File: config.mk
export PLATFORM = sky130hd
export DESIGN_NAME = imem_loader
export DESIGN_NICKNAME = d
export VERILOG_FILES = /design/src/rtl/imem_loader.sv
export SDC_FILE = /design/constraint.sdc
export NUM_CORES = 1
export LEC_CHECK = 0
export BUFFER_PORTS_ARGS = -buffer_cell sky130_fd_sc_hd__buf_2
export CAP_MARGIN = 15
export CORE_MARGIN = 2
export CORE_UTILIZATION = 50
export DETAILED_ROUTE_END_ITERATION = 8
export MAX_ROUTING_LAYER = met4
export PLACE_DENSITY = 0.78
export SLEW_MARGIN = 20
export SYNTH_ARGS = -nofsm -noshare
export SYNTH_HDL_FRONTEND = slang
export SYNTH_SLANG_ARGS = --single-unit
File: constraint.sdc
create_clock -name clk -period 3.25 [get_ports clk]
set_input_delay 0.65 -clock clk [delete_from_list [all_inputs] [get_ports clk]]
set_output_delay 0.65 -clock clk [all_outputs]
set_load 0.03 [all_outputs]
File: src/rtl/imem_loader.sv
// -----------------------------------------------------------------------------
// imem_loader
//
// Writer-side companion to the CPU's read-only instruction memory. A byte
// stream arrives over a valid/ready handshake (UART receiver, debug port, ...).
// Every four bytes are packed little-endian into one 32-bit instruction word.
// Each finished word is written once into the instruction memory's write port.
// The first word goes to BASE_ADDR and later words follow at 4-byte steps.
// The CPU is held in reset for the whole load. done pulses when the program
// is in place.
//
// Ports
//   clk         system clock, all state changes on the rising edge
//   rst         synchronous, active-high reset
//   start       one-cycle load request, only looked at while idle
//   len_words   number of words to load, captured on an accepted start
//   byte_valid  stream byte present
//   byte_data   stream byte; lowest-addressed byte of a word comes first
//   byte_ready  loader takes a byte this cycle
//   wr_en       instruction-memory write strobe, one cycle per word
//   wr_addr     byte address of the word being written (4-aligned)
//   wr_data     assembled word, first byte in [7:0]
//   busy        load in progress
//   cpu_hold    keeps the CPU in reset while high
//   done        one-cycle pulse after the last word has been written
//   error       sticky flag: the last start request was rejected
// -----------------------------------------------------------------------------
module imem_loader #(
  parameter int                       ADDRESS_WIDTH = 32,
  parameter int                       DATA_WIDTH    = 8,
  parameter logic [ADDRESS_WIDTH-1:0] BASE_ADDR     = 32'hBFC00000,
  parameter int                       DEPTH_WORDS   = 1024
) (
  input  logic                     clk,
  input  logic                     rst,
  input  logic                     start,
  input  logic [10:0]              len_words,
  input  logic                     byte_valid,
  input  logic [DATA_WIDTH-1:0]    byte_data,
  output logic                     byte_ready,
  output logic                     wr_en,
  output logic [ADDRESS_WIDTH-1:0] wr_addr,
  output logic [ADDRESS_WIDTH-1:0] wr_data,
  output logic                     busy,
  output logic                     cpu_hold,
  output logic                     done,
  output logic                     error
);

  localparam int LEN_W = 11;

  typedef enum logic [1:0] {
    S_IDLE,
    S_COLLECT,
    S_WRITE,
    S_DONE
  } state_e;

  state_e                   state_q, state_d;
  logic [LEN_W-1:0]         len_q;
  logic [LEN_W-1:0]         word_cnt_q;
  logic [1:0]               idx_q;
  logic [ADDRESS_WIDTH-1:0] word_buf_q;
  logic [ADDRESS_WIDTH-1:0] word_buf_next;
  logic [ADDRESS_WIDTH-1:0] wr_addr_q;
  logic [ADDRESS_WIDTH-1:0] wr_data_q;
  logic                     error_q;

  logic start_ok;
  logic byte_xfer;
  logic last_word;

  // A load of zero words or of more words than the memory holds is refused.
  assign start_ok  = (len_words != '0) && (32'(len_words) <= 32'(DEPTH_WORDS));
  assign byte_xfer = byte_valid && byte_ready;
  assign last_word = (word_cnt_q == (len_q - LEN_W'(1)));

  // Insert the incoming byte at its lane of the word being assembled.
  always_comb begin
    word_buf_next = word_buf_q;
    word_buf_next[idx_q*DATA_WIDTH +: DATA_WIDTH] = byte_data;
  end

  // ---------------------------------------------------------------------------
  // FSM: state register
  // ---------------------------------------------------------------------------
  // NOTE: sequential state uses non-blocking assignments so every register
  // samples the pre-edge values, independent of block order.
  always_ff @(posedge clk) begin
    if (rst) state_q <= S_IDLE;
    else     state_q <= state_d;
  end

  // ---------------------------------------------------------------------------
  // FSM: next-state logic
  // ---------------------------------------------------------------------------
  // NOTE: the default assignment first keeps this block free of inferred
  // latches when no case branch changes state_d.
  always_comb begin
    state_d = state_q;
    unique case (state_q)
      S_IDLE:    if (start && start_ok)            state_d = S_COLLECT;
      S_COLLECT: if (byte_xfer && idx_q == 2'd3)   state_d = S_WRITE;
      S_WRITE:   state_d = last_word ? S_DONE : S_COLLECT;
      S_DONE:    state_d = S_IDLE;
      default:   state_d = S_IDLE;
    endcase
  end

  // ---------------------------------------------------------------------------
  // FSM: outputs decoded from state only. There is no combinational path from
  // start or byte_valid to any port.
  // ---------------------------------------------------------------------------
  always_comb begin
    byte_ready = 1'b0;
    wr_en      = 1'b0;
    busy       = 1'b0;
    cpu_hold   = 1'b0;
    done       = 1'b0;
    unique case (state_q)
      S_IDLE: ;
      S_COLLECT: begin
        byte_ready = 1'b1;
        busy       = 1'b1;
        cpu_hold   = 1'b1;
      end
      S_WRITE: begin
        wr_en    = 1'b1;
        busy     = 1'b1;
        cpu_hold = 1'b1;
      end
      S_DONE: begin
        done     = 1'b1;
        busy     = 1'b1;
        cpu_hold = 1'b1;
      end
      default: ;
    endcase
  end

  // ---------------------------------------------------------------------------
  // Datapath: length, counters, word assembly, write port and error flag
  // ---------------------------------------------------------------------------
  // NOTE: the assembly buffer is a register, not a memory array, so it is
  // cleared on reset. A word cut off by rst cannot leak into a later write.
  always_ff @(posedge clk) begin
    if (rst) begin
      len_q      <= '0;
      word_cnt_q <= '0;
      idx_q      <= '0;
      word_buf_q <= '0;
      wr_addr_q  <= BASE_ADDR;
      wr_data_q  <= '0;
      error_q    <= 1'b0;
    end else begin
      unique case (state_q)
        S_IDLE: begin
          if (start) begin
            if (start_ok) begin
              len_q      <= len_words;
              word_cnt_q <= '0;
              idx_q      <= '0;
              error_q    <= 1'b0;
            end else begin
              error_q    <= 1'b1;
            end
          end
        end
        S_COLLECT: begin
          if (byte_xfer) begin
            word_buf_q <= word_buf_next;
            idx_q      <= idx_q + 2'd1;  // wraps to 0 after the 4th byte
            // The write port is loaded on the same edge that takes the last
            // byte, so wr_en/wr_addr/wr_data all line up in the WRITE cycle.
            if (idx_q == 2'd3) begin
              wr_data_q <= word_buf_next;
              wr_addr_q <= BASE_ADDR + (ADDRESS_WIDTH'(word_cnt_q) << 2);
            end
          end
        end
        S_WRITE: begin
          if (!last_word) word_cnt_q <= word_cnt_q + LEN_W'(1);
        end
        default: ;
      endcase
    end
  end

  // wr_addr/wr_data hold their last value outside WRITE; qualify with wr_en.
  assign wr_addr = wr_addr_q;
  assign wr_data = wr_data_q;
  assign error   = error_q;

endmodule

* Word-level counts from Yosys, hierarchy flattened
Index checks and enable logic that the tools add are counted.
** Storage, ports and cells
- Flip-flop bits (word level) :: 123
- Latch bits :: 0
- Bits in writable memories :: 0
- Bits in read-only memories :: 0
- Input bits :: 23
- Output and inout bits :: 70
- Word-level logic and storage cells :: 61
- Memories kept :: 0
** Operators by class
- $add $sub $neg :: 5
- $mul :: 0
- Divide/modulo/power cells :: 0
- Magnitude comparators :: 1
- Equality and inequality tests :: 11
- Shifts and indexed selects :: 2
- Mux-type cells :: 18
- Bitwise operators :: 0
- Reductions and logical operators :: 16
** Operators with widths (number)
- 5-bit negator with 34-bit output :: 1
- 8-bit by 34-bit variable shift with 32-bit output (first input constant) :: 1
- 8-bit by 34-bit variable part select with 32-bit output :: 1
- 11-bit 2-to-1 mux :: 3
- 32-bit by 13-bit adder with 32-bit output (first input constant) :: 1
- 32-bit bitwise mux :: 1
- 11-bit one-hot mux with 2 select lines :: 1
- 2-bit 2-to-1 mux :: 6
- 2-bit != test (second input constant) :: 6
- 11-bit by 1-bit adder with 11-bit output (second input constant) :: 1
- 11-bit equality test :: 1
- 11-bit less-or-equal comparator (second input constant) :: 1
- 11-bit nonzero test :: 1
- 11-bit by 1-bit subtractor with 11-bit output (second input constant) :: 1
- 2-bit one-hot mux with 4 select lines :: 1
- 4-bit AND reduction :: 2
- 2-bit equality test (second input constant) :: 3
- 2-bit AND reduction :: 3
- 3-bit AND reduction :: 2
- 1-bit 2-to-1 mux :: 5
- 1-bit logical AND :: 4
- 2-bit one-hot mux with 2 select lines :: 1
- 2-bit nonzero test :: 2
- 3-bit OR reduction :: 1
- 3 further kinds :: 3

* Depth between registers and ports, before layout
Gate-level depths: netlist of the first run.
- Depth after elaboration :: 6
- Gate-level depth with buffers :: 12

* Worst setup path before layout of the first run
Ideal clock, no wire load.
- Path type :: register -> register
- Start :: register len_q[0]
- End :: register word_cnt_q[8]
- Setup time :: 116 ps
- Arrival time :: 2783 ps
- Setup slack :: 350 ps
- Stages on the path, launching flop included :: 13
- Path through :: dfxtp_1 -> clkbuf_1 -> inv_1 -> ha_1 -> buf_6 -> or3b_4 -> or4_1 -> o31a_1 -> o31a_1 -> a31oi_4 -> buf_6 -> a21oi_2 -> a31o_2
** Between the ends
- Cells in the longest elaborated chain, start to end :: 4
** RTL lines
- from (decl) :: line 60 : logic [LEN_W-1:0] len_q;
- from (signal assigned) :: line 160 : len_q <= len_words;
- 11-bit by 1-bit subtractor with 11-bit output :: line 76 : assign last_word = (word_cnt_q == (len_q - LEN_W'(1)));
- 11-bit equality test :: line 76
- 2-bit != test (no line)
- 4-bit AND reduction (no line)
- to (signal assigned) :: line 182 : if (!last_word) word_cnt_q <= word_cnt_q + LEN_W'(1);
- to (decl) :: line 61 : logic [LEN_W-1:0] word_cnt_q;
Every way passes these cells.
A chain may end at the register's enable or synchronous reset.

* Final worst setup path of the first run
- Start :: register len_q[0]
- End :: register word_cnt_q[5]
The elaborated chain is that of the path after synthesis.

==> run summary, run 1 <==
Fin util = 57.1%
Layout cells sized above 1 = 18.7%
Number of global-route vias before repair = 3536
RSZ-0062 raised after global routing = false
Worst Path Required = 3.51 ns
Pre-CTS setup slack = 0.323 ns
Hold Startpoint = wr_addr[2]
Relative slew margins = 35.6%
Post-Synth XOR/XNOR Area = 2.75%
Reg2reg setup slack = 0.28 ns
ANT nets after route = 0
WHS Endpoint = wr_addr[2]
CTS sink cnt = 94
Cell taking the most area after synthesis = dfxtp_1
DRT iter0 DRCs = 170
Clock network fraction of design power = 32.8%
Final setup violation count = 0
Clock skew = 0.0101 ns
TNS Setup = 0 ns
Clk buf depth = 2
Post-synthesis sequential area ratio = 42.3%
Initial Util = 51.3%
Yosys reg bits = 94
RR Endpoint = word_cnt_q[5]
Layout area overhead = 11.2%
GRT overflow = 0
FP Rows = 34
Root buf cell = clkbuf_8
First-pass GRT wire length = 17.0 mm
PostCTS Resize Cnt = 0
VDD IR-drop max = 273 µV
Mapped Cells = 539
CP max-delay cell = a31oi_4
Post-synth ARST share = 0%
CTS tree = built
Worst Path Arrival = 3.23 ns
Synth warn = 0
IO buf count = 71
Total Routing Usage GR = 21.9%
CP most frequent cell = o31a_1
Max-slew violation count = 0
Max Freq = 337 MHz
Drt pass-1 iters = 4
Initial antenna violation count = 0
Post-CTS Hold Fix Bufs = 0
CP top delay family = compound AO/OA/AOI/OAI gates
Die W = 98.4 µm
Final period utilization = 91.4%
Worst setup EP type = flip-flop
Worst Reg2Reg Path Length in Cells = 9
Final Hold Fails = 0
Avg Vias per Cell = 5.47
Synth Area per Inst = 8.26 µm²
Ports = 93
Tot Pwr = 0.00221 W
CP Buf/Inv Count = 1
Main synth FF type = dfxtp_1
Hold Crit Class = reg -> reg
Detailed Route WL = 10.2 mm
Mux cell area share after synthesis = 2.92%
Internal = 0.00156 W
Routed vias = 3848
Fin Hold WS = 0.458 ns
Sw Ratio = 29.3%
P_sw = 0.000650 W
Measured slew at the worst slew-check pin = 0.966 ns
Post-synth EDFFs = 0
Pleak = 2.06 nW
Ant diodes = 0
Worst-Skew Late Latency = 0.36 ns
GPL Wtd Cong = 0.888
CP Class = reg -> reg
Post-synthesis adder-cell area fraction = 1.97%
Avg WL per Cell = 14.4 µm
Worst Hold Path Cells = 2
Post-synth design cell area = 0.00445 mm²
Share of total power in combinational logic = 13.0%
Htree depth = 3
Flop pwr share = 54.2%
HPWL after detailed placement = 7.24 mm
Complex-gate fraction of the synthesized area = 18.7%
Area contributors post-synth = dfxtp_1 42%, a211oi_1 8.1%, nor2_1 6.5%
Nature of the critical path startpoint = flip-flop
Post-synthesis simple-gate area fraction = 23.2%
Nets@finish = 620
Postcts setup bufs = 0
Clock-pin slew on the worst setup and hold paths = 0.09 ns
Netlist cell types = 45
Die Span Y = 98.4 µm
PwrDens = 447 mW/mm²
Die Area = 0.00967 mm²
CTS Buf Count = 9
Maximum fanout along the worst path = 16
Post-route worst setup slack = 0.279 ns
Largest net degree at the start of global routing = 60
Yosys top cell area share = 42.3%
Max-cap viol count = 0
Core area = 0.00868 mm²
# DRC = 0
Final Critical Period = 2.97 ns
Crit path largest cell delay = 0.44 ns
RR Startpoint = len_q[0]
Status = completed
Largest family of logic cells by synthesized area = simple AND/OR/NAND/NOR gates
Crit path cell chain = inv_1 > ha_1 > or3b_4 > or4_1 > o31a_1 > o31a_1 > a31oi_4 > a31oi_1 > a41o_1
area by class of cell:
class | instances | area, µm²
multi-input cells | 395 | 2280
fillers | 813 | 3730
clock buffers | 9 | 124
repair buffers | 83 | 445
inverters | 7 | 26.3
clock inverters | 7 | 55.1
flip-flops and latches | 94 | 1880
well taps | 108 | 135
synth_stat cells, types with 3 or more instances:
cell,n
buf_1,4
nand2b_1,5
nand3_1,5
ha_1,7
o31a_1,3
a21oi_1,54
a31oi_1,4
mux2i_1,13
or4_1,3
nor2b_1,31
nor3_1,5
nand4_1,5
dfxtp_1,94
o21ai_0,4
buf_4,22
nor4_1,5
xor2_1,5
xnor2_1,9
inv_1,7
and2_1,3
nand2_1,58
nor2_1,77
a31o_2,5
a211oi_1,48
and3_1,8
clkbuf_1,32
worst min-delay path: stages (launching register included):
cell and delay, ns:
dfxtp_1 0.32, nand2_1 0.05, a21oi_1 0.05
how the worst max path moves through the flow:
stage,from,endpoint,slack (ns),depth (start not counted)
CTS,len_q[0],word_cnt_q[5],0.32,9
detailed placement,len_q[0],word_cnt_q[5],0.32,9
global placement,len_q[0],word_cnt_q[5],0.41,9
finish,len_q[0],word_cnt_q[5],0.28,9
global route,len_q[0],word_cnt_q[5],0.18,9
floorplan,len_q[0],word_cnt_q[8],0.35,12
metal layers:
layer | share of wire [%] | GRT usage (%) | routed length [µm]
met1 | 44 | 27.7 | 4490
met3 | 6.0 | 4.37 | 605
met4 | 2.1 | 6.53 | 212
met2 | 48 | 35.6 | 4850
met5 | 0 | - | 0
power by group through the flow:
stage                     Sequential, W  Combinational, W  Clock (W)
after CTS                       0.00120          0.000286   0.000738
after detailed placement        0.00123          0.000285          0
after global routing            0.00120          0.000316   0.000785
after global placement          0.00122          0.000277          0
final                           0.00120          0.000287   0.000726
after floorplan                 0.00122          0.000243          0
logic make-up after synthesis:
kind of cell / after synthesis
fa+ha+maj: 7
other cells: 2
simple gates: 214
flops: 94
compound gates: 126
mux: 13
xor+xnor: 14
buf+inv: 69
registers in the layout (all words and copies together) (netlist names):
name        flops
wr_data        32
word_buf_q     24
len_q          11
word_cnt_q     11
wr_addr        11
idx_q           2
state_q         2
error           1
stage by stage:
stage,cells,area (µm²)
floorplan,558,4520
global placement,687,4770
detailed placement,687,4770
CTS,703,4950
global route,703,4950
finish,703,4950
cell usage in the layout, fill, tap and decap left out, drive strengths merged, types with 3 or more instances in the layout:
cell type	n
nor3	5
buf	83
xnor2	9
nand2b	5
a211oi	48
nand4	5
and2	3
and3	8
ha	7
a21oi	55
dfxtp	94
clkbuf	9
mux2i	13
o31a	3
nand3	6
nor2b	31
o21ai	5
or4	3
nand2	58
conb	21
a31oi	5
inv	11
xor2	5
nor4	6
nor2	77
a31o	5
Note: power is estimated with default switching activity, not from simulation.
==> inputs of run 2 (changes only) <==
--- a/config.mk
+++ b/config.mk
@@ -8,10 +8,10 @@
 export BUFFER_PORTS_ARGS = -buffer_cell sky130_fd_sc_hd__buf_2
 export CAP_MARGIN = 15
 export CORE_MARGIN = 2
-export CORE_UTILIZATION = 50
+export CORE_UTILIZATION = 54
 export DETAILED_ROUTE_END_ITERATION = 8
 export MAX_ROUTING_LAYER = met4
-export PLACE_DENSITY = 0.78
+export PLACE_DENSITY = 0.83
 export SLEW_MARGIN = 20
 export SYNTH_ARGS = -nofsm -noshare
 export SYNTH_HDL_FRONTEND = slang
==> run 2 against run 1 <==
  * Via count grew 2.7%
  * Final area grew 0.35%
  * Clock skew down 0.00077 ns
  * Combinational power increased by 2%
  * Clock-buffer cell count did not move
  * Hold slack better by 0.0015 ns
  * Fmax rose by 4.0%
  * Final cell count is 0.57% lower
  * Sequential power hardly changed
  * Power rose by 2.9%
  * Critical path type unchanged
==> run summary, run 2 (synthesized netlist as in run 1, its figures left out) <==
Final setup violation count = 0
# DRC = 0
Worst Reg2Reg Path Length in Cells = 10
PwrDens = 458 mW/mm²
Measured slew at the worst slew-check pin = 0.986 ns
Most common cell after layout, fill and taps aside = dfxtp_1
Worst setup EP type = flip-flop
Max-cap viol count = 0
Maximum fanout along the worst path = 18
Nature of the critical path startpoint = flip-flop
Final Critical Period = 2.86 ns
IO buf count = 71
Total Routing Usage GR = 24.7%
Root buf cell = clkbuf_8
Avg WL per Cell = 15.1 µm
Ports = 93
Routed wl met2 = 5.14 mm
Status = completed
Relative slew margins = 34.3%
GPL Wtd Cong = 0.876
Detailed Route WL = 10.5 mm
Hold Crit Class = reg -> reg
Clock skew = 0.00928 ns
Drt pass-1 iters = 5
CP Class = reg -> reg
RSZ-0062 raised after global routing = false
DRT iter0 DRCs = 215
Final Hold Fails = 0
Die Area = 0.00899 mm²
First-pass GRT wire length = 16.9 mm
ANT nets after route = 0
VDD IR-drop max = 274 µV
Worst Setup SP = len_q[0]
Highest metal layer with signal wires = met4
Post-CTS Hold Fix Bufs = 0
Met3 Routed Length = 649 µm
Max reg flops = 32
Max Freq = 350 MHz
Avg Vias per Cell = 5.65
CTS tree = built
Worst Path Required = 3.50 ns
Final period utilization = 87.9%
Nets@finish = 619
Ant diodes = 0
GRT overflow = 0
Reg2reg setup slack = 0.39 ns
Layout area overhead = 11.6%
Routed vias = 3950
Layout cells sized above 1 = 18.5%
TNS Setup = 0 ns
Clk buf depth = 2
Wl on met1 = 4.41 mm
Largest net degree at the start of global routing = 60
FP Rows = 33
Initial Util = 55.0%
Clock-pin slew on the worst setup and hold paths = 0.10 ns
Core area = 0.00809 mm²
Fin Hold WS = 0.460 ns
Worst Path Arrival = 3.11 ns
Max-slew violation count = 0
Die Span Y = 94.8 µm
RR Startpoint = len_q[0]
Most frequent cells in the layout = 94 x dfxtp_1, 77 x nor2_1, 71 x buf_2, 58 x nand2_1, 54 x a21oi_1
HPWL after detailed placement = 7.44 mm
CTS sink cnt = 94
Number of global-route vias before repair = 3596
Htree depth = 3
Pleak = 2.07 nW
Worst-Skew Late Latency = 0.36 ns
Initial antenna violation count = 0
CTS Buf Count = 9
Tot Pwr = 0.00228 W
CP endpoint = word_cnt_q[10]
Die W = 94.8 µm
PostCTS Resize Cnt = 0
Postcts setup bufs = 0
RR Endpoint = word_cnt_q[10]
[run 2: worst min-delay path by stage]
stage / to / slack [ns] / start / cells past startpoint
CTS: wr_addr[10] / 0.46 / wr_addr[10] / 2
finish: wr_addr[5] / 0.46 / wr_addr[5] / 2
global route: wr_addr[2] / 0.48 / wr_addr[2] / 2
floorplan: wr_addr[12] / 0.47 / word_cnt_q[10] / 2
global placement: wr_addr[6] / 0.44 / wr_addr[6] / 2
detailed placement: wr_addr[10] / 0.45 / wr_addr[10] / 2
[run 2: layout make-up]
cell class,count,area (µm²)
Clock inverter,7,71.3
Multi-Input combinational cell,395,2280
Inverter,7,26.3
Timing Repair Buffer,82,450
Sequential cell,94,1880
Fill cell,713,3120
Tap cell,105,131
Clock buffer,9,124
[run 2: layer usage]
layer	GRT usage, %	vias up
met1	29.6	1841
met4	12.9	0
li1	-	1930
met5	-	-
met3	3.19	27
met2	40.7	152
[run 2: power by group]
group	internal (W)	switching [W]
clock network	0.000359	0.000426
logic	0.0000994	0.000193
registers	0.00118	0.0000230
[run 2: critical path, cell delays in order, from the launching register on]
cell	delay, ns
dfxtp_1	0.39
inv_1	0.09
ha_1	0.16
or3b_4	0.40
or4_1	0.44
o31a_1	0.30
o31a_1	0.32
a31oi_4	0.19
buf_12	0.17
nand4_1	0.14
mux2i_1	0.15
[run 2: metrics by stage]
| step | util [%] | worst slack, ns | cells | cell area (µm²) |
|---|---|---|---|---|
| finish | 61.4 | 0.392 | 699 | 4970 |
| global route | 61.4 | 0.287 | 699 | 4970 |
| CTS | 61.4 | 0.418 | 699 | 4970 |
| detailed placement | 59.0 | 0.440 | 683 | 4770 |
| global placement | 59.0 | 0.537 | 683 | 4770 |
| floorplan | - | 0.350 | 558 | 4520 |
